[config.mk]
export PLATFORM = sky130hd
export DESIGN_NAME = latch_stim_gen
export DESIGN_NICKNAME = d
export VERILOG_FILES = /design/src/rtl/latch_stim_pkg.sv /design/src/rtl/lfsr16.sv /design/src/rtl/latch_stim_gen.sv
export SDC_FILE = /design/constraint.sdc
export NUM_CORES = 1
export LEC_CHECK = 0
export CORE_MARGIN = 2
export CORE_UTILIZATION = 60
export DETAILED_ROUTE_END_ITERATION = 10
export PLACE_DENSITY = 0.8
export RECOVER_POWER = 50
export REMOVE_ABC_BUFFERS = 1
export SYNTH_ARGS = -nofsm -noshare
export SYNTH_HDL_FRONTEND = slang
export SYNTH_HIERARCHICAL = 1
export SYNTH_SLANG_ARGS = --single-unit
[constraint.sdc]
create_clock -name clk -period 4.7 [get_ports clk]
set_input_delay 0.94 -clock clk [delete_from_list [all_inputs] [get_ports clk]]
set_output_delay 0.94 -clock clk [all_outputs]
set_load 0.01 [all_outputs]
[src/rtl/latch_stim_pkg.sv]
// Shared types and constants for the dlatch1 stimulus generator.
// Holds the FSM state encoding and the LFSR step function.
package latch_stim_pkg;

  localparam int unsigned LFSR_W = 16;
  localparam int unsigned DLY_W  = 3;
  localparam int unsigned DLY2_W = 2;
  localparam logic [LFSR_W-1:0] LFSR_POLY = 16'hB400;

  typedef enum logic [2:0] {
    S_IDLE,
    S_INIT,
    S_RELEASE,
    S_DRAW,
    S_WAIT_EN,
    S_WAIT_D,
    S_DONE
  } stim_state_t;

  // Galois form, shifting right; feedback applied when the bit shifted out is 1.
  function automatic logic [LFSR_W-1:0] lfsr_next(input logic [LFSR_W-1:0] v);
    lfsr_next = (v >> 1) ^ (v[0] ? LFSR_POLY : '0);
  endfunction

endpackage

[src/rtl/lfsr16.sv]
// 16-bit Galois LFSR: loads on synchronous reset, steps only when adv is high.
module lfsr16
  import latch_stim_pkg::*;
(
  input  logic              clk,
  input  logic              rst,
  input  logic [LFSR_W-1:0] load_val,
  input  logic              adv,
  output logic [LFSR_W-1:0] value
);

  always_ff @(posedge clk) begin
    if (rst) begin
      value <= load_val;
    end else if (adv) begin
      value <= lfsr_next(value);
    end
  end

endmodule

[src/rtl/latch_stim_gen.sv]
// Clocked d/en/rstn stimulus driver for a dlatch1 instance, with a reference
// latch model that checks the returned q every busy cycle once rstn is high.
module latch_stim_gen
  import latch_stim_pkg::*;
#(
  parameter int unsigned        NUM_ITER  = 5,
  parameter int unsigned        INIT_WAIT = 10,
  parameter int unsigned        RST_WAIT  = 10,
  parameter logic [LFSR_W-1:0]  LFSR_SEED = 16'hACE1
) (
  input  logic       clk,
  input  logic       rst,
  input  logic       start,
  input  logic       q,
  output logic       d,
  output logic       en,
  output logic       rstn,
  output logic       busy,
  output logic       done,
  output logic       mismatch,
  output logic [7:0] err_count
);

  localparam int unsigned       WCNT_W    = 16;
  localparam logic [WCNT_W-1:0] INIT_LOAD = WCNT_W'(INIT_WAIT - 1);
  localparam logic [WCNT_W-1:0] RST_LOAD  = WCNT_W'(RST_WAIT - 1);
  localparam logic [7:0]        LAST_I    = 8'(NUM_ITER - 1);
  localparam logic [LFSR_W-1:0] SEED_EFF  = (LFSR_SEED == '0) ? LFSR_W'(1) : LFSR_SEED;

  stim_state_t       state, state_n;
  logic [WCNT_W-1:0] wcnt, wcnt_n;
  logic [DLY_W-1:0]  dly, dly_n;
  logic [7:0]        i, i_n;
  logic              d_n, en_n, rstn_n, busy_n, done_n;
  logic              clr_chk;
  logic              lfsr_adv;
  logic [LFSR_W-1:0] lfsr;
  logic              unused_lfsr_hi;
  logic              qhold, qexp;

  lfsr16 u_lfsr (
    .clk      (clk),
    .rst      (rst),
    .load_val (SEED_EFF),
    .adv      (lfsr_adv),
    .value    (lfsr)
  );

  assign lfsr_adv       = (state == S_DRAW);
  assign unused_lfsr_hi = ^lfsr[LFSR_W-1:DLY2_W+DLY_W];

  always_ff @(posedge clk) begin
    if (rst) begin
      state <= S_IDLE;
      wcnt  <= '0;
      dly   <= '0;
      i     <= '0;
      d     <= 1'b0;
      en    <= 1'b0;
      rstn  <= 1'b0;
      busy  <= 1'b0;
      done  <= 1'b0;
    end else begin
      state <= state_n;
      wcnt  <= wcnt_n;
      dly   <= dly_n;
      i     <= i_n;
      d     <= d_n;
      en    <= en_n;
      rstn  <= rstn_n;
      busy  <= busy_n;
      done  <= done_n;
    end
  end

  // wcnt serves as the INIT/RELEASE timer and then as the dly2 / dly down-counter.
  always_comb begin
    state_n = state;
    wcnt_n  = wcnt;
    dly_n   = dly;
    i_n     = i;
    d_n     = d;
    en_n    = en;
    rstn_n  = rstn;
    busy_n  = busy;
    done_n  = done;
    clr_chk = 1'b0;
    case (state)
      S_IDLE, S_DONE: begin
        if (start) begin
          state_n = S_INIT;
          wcnt_n  = INIT_LOAD;
          i_n     = '0;
          d_n     = 1'b0;
          en_n    = 1'b0;
          rstn_n  = 1'b0;
          busy_n  = 1'b1;
          done_n  = 1'b0;
          clr_chk = 1'b1;
        end
      end
      S_INIT: begin
        if (wcnt == '0) begin
          state_n = S_RELEASE;
          wcnt_n  = RST_LOAD;
        end else begin
          wcnt_n = wcnt - WCNT_W'(1);
        end
      end
      S_RELEASE: begin
        if (wcnt == '0) begin
          state_n = S_DRAW;
          rstn_n  = 1'b1;
        end else begin
          wcnt_n = wcnt - WCNT_W'(1);
        end
      end
      S_DRAW: begin
        wcnt_n  = WCNT_W'(lfsr[DLY2_W-1:0]);
        dly_n   = lfsr[DLY2_W +: DLY_W];
        state_n = S_WAIT_EN;
      end
      S_WAIT_EN: begin
        if (wcnt == '0) begin
          en_n    = ~en;
          wcnt_n  = WCNT_W'(dly);
          state_n = S_WAIT_D;
        end else begin
          wcnt_n = wcnt - WCNT_W'(1);
        end
      end
      S_WAIT_D: begin
        if (wcnt == '0) begin
          d_n = i[0];
          i_n = i + 8'd1;
          if (i == LAST_I) begin
            state_n = S_DONE;
            busy_n  = 1'b0;
            done_n  = 1'b1;
          end else begin
            state_n = S_DRAW;
          end
        end else begin
          wcnt_n = wcnt - WCNT_W'(1);
        end
      end
      default: state_n = S_IDLE;
    endcase
  end

  // Reference latch: transparent view of the current registered drive, with qhold as its memory.
  assign qexp = !rstn ? 1'b0 : (en ? d : qhold);

  always_ff @(posedge clk) begin
    if (rst) begin
      qhold     <= 1'b0;
      mismatch  <= 1'b0;
      err_count <= '0;
    end else begin
      qhold <= qexp;
      if (clr_chk) begin
        mismatch  <= 1'b0;
        err_count <= '0;
      end else if (busy && rstn && (q != qexp)) begin
        mismatch <= 1'b1;
        if (err_count != '1) begin
          err_count <= err_count + 8'd1;
        end
      end
    end
  end

endmodule

==> flow_summary.ini, run 1 <==
[status]
status = finished, final reports clean

[grt]
grt_pass1_vias = 2386
antenna_found_initial = 0
grt_pass1_wl_um = 11300
grt_start_max_net_pins = 38
track_usage_pct = 23.3
gr-total-overflow = 0

[setup_path]
critPathMaxStageDelay_ns = 0.65
critPathCapture = wcnt[9]
r2r_setup_slack_ns = 1.80
critical_path_arrival_ns = 3.11
rr_worst_depth = 7
cp-end-kind = flop
cp-start-kind = flop
crit_buf_inv = 1
crit_required_ns = 4.91
critPathLaunch = wcnt[0]
path_class = reg -> reg
crit_chain = inv_1, ha_1, nor3b_1, nand4_1, o21ai_0, a211o_1, nor2_1
r2r_end = wcnt[9]
reg2reg_from = wcnt[0]
critical_path.top_delay_family = simple AND/OR/NAND/NOR gates
critical_path.max_fanout = 12
critPathSlowestCell = nand4_1
cp.depth = 7

[run]
max-cap-violations = 0

[die]
io_pins = 18
dieArea_um2 = 6020
coreArea_um2 = 5170
start_util_pct = 62.8
row_count = 26
die_y_um = 77.6
die_w_um = 77.6

[placement]
gp_congestion = 0.806
io_buffers = 17
dp_hpwl_um = 4340
dp_slack_ns = 1.68
placed_cell_area_um2 = 3480

[clocking]
cts_tree = yes
postCtsHoldBufs = 0
cts_max_level = 3
clk_path_buf_depth = 2
cts_resized = 0
numCtsBuffers = 9
cts_root_buffer = clkbuf_8
clk_latency_ns = 0.34
clkTransAtPathRegs_ns = 0.07
numClockSinks = 61
post-cts-setup-buffer-count = 0

[layout]
fin_nets = 379
layout.cells.most_common = dfxtp_1
finalInstanceArea_um2 = 3680
syn_to_final_growth_pct = 13.1
drive_above_1_share_pct = 7.71
final_cell_mix = 45 x dfxtp_1, 31 x nor2_1, 27 x nand2_1
n_antenna_cell = 0
fill_cells = 388

[synthesis]
netlist_area_um2 = 3250
async_flop_share_pct = 0
yosysSeqAreaShare_pct = 42.5
synth.distinct_cells = 58
synth.avg_cell_area_um2 = 9.42
yosys.area_share.simple_pct = 22.7
synth.mux.area_fraction_pct = 7.55
netlist_instances = 345
synth_seq_cells = 61
synth_edf_count = 16
synth_top_family_by_area = simple AND/OR/NAND/NOR gates
synthAdderAreaFrac_pct = 1.54
synth_xor_area_share_pct = 5.66
synth_compound_area_share_pct = 15.9
yosysWarnings = 6
synth-main-ff-cell = dfxtp_1

[timing]
setup_viol = 0
layout_setup_ws_ns = 1.80
rsz0062_at_grt = no
fin_crit_ns = 2.90
fin_setup_tns_ns = 0
worst_clock_skew_ns = 0.0104
report.final.hold_viol_count = 0
post-route-period-util_pct = 61.6
timing.fmax_ghz = 0.345
max_slew_margin_pct = 28.9
maxSlewViolCount = 0
worstMarginPinSlew_ns = 1.07

[routing]
post_drt_wl_per_cell_um = 14.5
initialDrtViolationCount = 212
vias = 2521
first_pass_iters = 4
wirelength_um = 6460
drc = 0
routed_via_density = 5.65
ant_nets = 0

[power_and_ir_drop]
ir_drop_mv = 0.493
leakagePower_nw = 1.33
power_density_nw_per_um2 = 654

[worst_hold_path]
min_path_type = reg -> reg
## Yosys cell counts (2+ instances only)
library cell,n,area share [%]
o21ai_1,4,0.62
and3_1,2,0.38
nand4_1,8,1.5
nor3_1,5,0.77
a2bb2oi_1,2,0.54
ha_1,4,1.5
a2111oi_2,2,0.92
buf_6,2,0.69
o41ai_1,2,0.54
nand2_1,27,3.1
a211oi_1,8,1.8
inv_1,11,1.3
nor4b_1,2,0.54
nor2b_1,6,1.2
nor4_4,3,2.0
xnor2_1,14,3.8
nor2_1,31,3.6
nor4_1,3,0.58
xor2_1,7,1.9
and4_1,3,0.81
a31oi_1,6,1.2
mux2i_1,5,1.5
or2_2,3,0.58
a21oi_1,25,3.9
clkbuf_1,5,0.58
edfxtp_1,16,15
nor3b_1,2,0.46
a2111oi_1,2,0.62
mux2_4,13,6.0
buf_1,3,0.35
o21ai_0,18,2.8
dfxtp_1,45,28
nand2b_1,3,0.58
and2_1,4,0.77
conb_1,2,0.23
or3_1,10,1.9
buf_2,7,1.1
nand3_1,10,1.5
## worst min-delay path: cells and delay by family, from the launching register on
kind            cells  cell delay [ns]
flops               1             0.31
compound gates      1             0.05
simple gates        1             0.05
## layout make-up
cell class	count	area [µm²]	share of cell area, %
flip-flops and latches	61	1380	37.6
multi-input cells	270	1740	47.4
repair buffers	18	178	4.83
clock inverters	3	65.1	1.77
clock buffers	13	180	4.90
inverters	11	41.3	1.12
well taps	70	87.6	2.38
## metrics by stage
stage	total power [mW]	hold WS (ns)	instances	utilization [%]
6_report	2.40	0.459	446	71.1
2_1_floorplan	1.61	0.431	342	-
3_5_place_dp	1.84	0.449	430	67.3
5_1_grt	2.55	0.476	446	71.1
3_3_place_gp	1.82	0.448	430	67.3
4_1_cts	2.41	0.459	446	72.0
## how the worst min path moves through the flow
stage / cells after the start / startpoint / slack, ns / end
2_1_floorplan: 2 / dly[0] / 0.43 / dly[0]
3_3_place_gp: 2 / dly[1] / 0.45 / dly[1]
3_5_place_dp: 2 / dly[2] / 0.45 / dly[2]
4_1_cts: 2 / dly[2] / 0.46 / dly[2]
5_1_grt: 2 / dly[1] / 0.48 / dly[1]
6_report: 2 / dly[0] / 0.46 / dly[0]
## sequential cells by signal, indices dropped and copies added (netlist names), 3 cells and up
signal,count
u_lfsr/value,16
wcnt,16
err_count,8
i,8
dly,3
state,3
## power by group
group | switching (mW) | leakage (nW) | internal (mW) | total (mW)
logic | 0.625 | 0.682 | 0.423 | 1.05
clock network | 0.202 | 0.125 | 0.359 | 0.561
registers | 0.151 | 0.522 | 0.643 | 0.794
## layer usage
layer / up-vias / wire length, µm / track usage, %
li1: 1297 / - / -
met2: 49 / 3000 / 35.6
met5: - / 0 / 0
met4: 0 / 163 / 12.0
met1: 1160 / 3100 / 31.9
met3: 15 / 193 / 3.49
## cells by family after synthesis
group / count (synthesis)
AO/OA/AOI/OAI: 80
other: 2
flip-flops: 61
AND/OR/NAND/NOR: 131
buffers and inverters: 28
multiplexers: 18
XOR/XNOR: 21
adder cells (fa/ha/maj): 4
(Power assumes the default switching activity.)
==> inputs of run 2 (changes only) <==
Clock period 4.7 ns to 3 ns, I/O delays scaled along.
==> run 2 against run 1 <==
  * Combinational power increased by 61%
  * Routed wire length decreased by 0.50%
  * Highest routed layer unchanged
  * Sequential power increased by 56%
==> flow_summary.ini, run 2 (synthesis gave the netlist of run 1 again) <==
[status]
status = finished, final reports clean

[clocking]
numCtsBuffers = 9
clk_latency_ns = 0.35
cts_tree = yes
clk_path_buf_depth = 2
clkTransAtPathRegs_ns = 0.07
postCtsHoldBufs = 0
cts_resized = 0
numClockSinks = 61
cts_root_buffer = clkbuf_8
cts_max_level = 3
post-cts-setup-buffer-count = 0

[grt]
track_usage_pct = 23.5
gr-total-overflow = 0
grt_start_max_net_pins = 22
grt_pass1_vias = 2430
grt_pass1_wl_um = 11100
antenna_found_initial = 0

[power_and_ir_drop]
ir_drop_mv = 0.608
leakagePower_nw = 1.32
power_density_nw_per_um2 = 998

[routing]
ant_nets = 0
routed_via_density = 5.71
vias = 2575
post_drt_wl_per_cell_um = 14.3
first_pass_iters = 4
drc = 0
initialDrtViolationCount = 119
wirelength_um = 6430

[die]
die_w_um = 77.6
coreArea_um2 = 5170
dieArea_um2 = 6020
io_pins = 18
die_y_um = 77.6
start_util_pct = 62.8
row_count = 26

[setup_path]
cp-end-kind = flop
critPathLaunch = start
cp-start-kind = input pin
cp.depth = 6
critical_path.max_fanout = 10
rr_worst_depth = 5
crit_buf_inv = 1
critical_path_arrival_ns = 2.63
reg2reg_from = wcnt[8]
critical_path.top_delay_family = buffers and inverters
critPathSlowestCell = dlygate4sd3_1
path_class = in -> reg
r2r_setup_slack_ns = 0.66
crit_chain = dlygate4sd3_1, nor2b_1, o21ai_1, a31o_2, or3_1, a21oi_1
critPathMaxStageDelay_ns = 0.69
crit_required_ns = 3.28

[timing]
fin_crit_ns = 2.35
setup_viol = 0
worstMarginPinSlew_ns = 0.764
post-route-period-util_pct = 78.3
timing.fmax_ghz = 0.425
report.final.hold_viol_count = 0
fin_setup_tns_ns = 0
worst_clock_skew_ns = 0.00477
rsz0062_at_grt = no
maxSlewViolCount = 0
max_slew_margin_pct = 48.6

[layout]
n_antenna_cell = 0
reg_top3 = u_lfsr/value (16), wcnt (16)
syn_to_final_growth_pct = 12.7
drive_above_1_share_pct = 8.92
multi_input_area_um2 = 1750
fin_nets = 384
layout.cells.most_common = dfxtp_1
finalInstanceArea_um2 = 3660
seq_area_um2 = 1380
final_cell_mix = 45 x dfxtp_1, 31 x nor2_1, 27 x nand2_1
fill_cells = 417
finalNonFillerCells = 451

[placement]
gp_congestion = 0.835
placed_cell_area_um2 = 3520
dp.cells = 435
dp_hpwl_um = 4470
io_buffers = 17

[worst_hold_path]
hp-start = mismatch
min_path_cells = 2
min_path_type = reg -> reg

[run]
max-cap-violations = 0
run 2: changes by cell type in the layout (fill, tap and decap cells not counted), sizes merged:
cell / previous run / this run
clkinvlp: 0 / 2
clkbuf: 13 / 12
buf: 1 / 3
clkdlybuf4s50: 3 / 1
clkinv: 1 / 4
bufinv: 2 / 1
dlygate4sd3: 14 / 16
run 2: layer usage:
layer | part of all wire [%] | GRT usage (%) | vias up
li1 | - | - | 1307
met1 | 46 | 29.6 | 1203
met2 | 48 | 37.0 | 52
met3 | 4.6 | 7.44 | 13
met4 | 1.5 | 10.0 | 0
met5 | 0 | 0 | -
run 2: path summary, 6_finish.rpt:
| kind | to |
|---|---|
| min reg2reg | mismatch |
| max reg2reg | wcnt[2] |
| max | wcnt[14] |
| min | mismatch |
run 2: report_power, final:
group | total, mW | internal [mW] | switching (mW)
sequential | 1.24 | 1.01 | 0.229
combinational | 1.69 | 0.709 | 0.981
clock | 0.727 | 0.385 | 0.342
run 2: stage by stage:
stage / hold WS, ns / total power, mW / setup WS, ns / utilization, %
detailed placement: 0.454 / 2.94 / 0.353 / 68.0
CTS: 0.465 / 3.68 / 0.689 / 71.9
global placement: 0.447 / 2.90 / 0.414 / 68.0
global route: 0.498 / 3.91 / 0.459 / 70.8
finish: 0.464 / 3.65 / 0.650 / 70.8
floorplan: 0.431 / 2.52 / 0.758 / -
run 2: cell type report:
class	count	share of cell area [%]
Clock inverter	7	2.08
Multi-Input combinational cell	270	47.7
Clock buffer	9	3.38
Inverter	11	1.13
Tap cell	70	2.39
Sequential cell	61	37.7
Timing Repair Buffer	23	5.57
run 2: tightest hold or removal path, stage by stage, from the launching register on:
cell and delay (ns):
dfxtp_1 0.32, a21oi_1 0.04, nor2_1 0.07
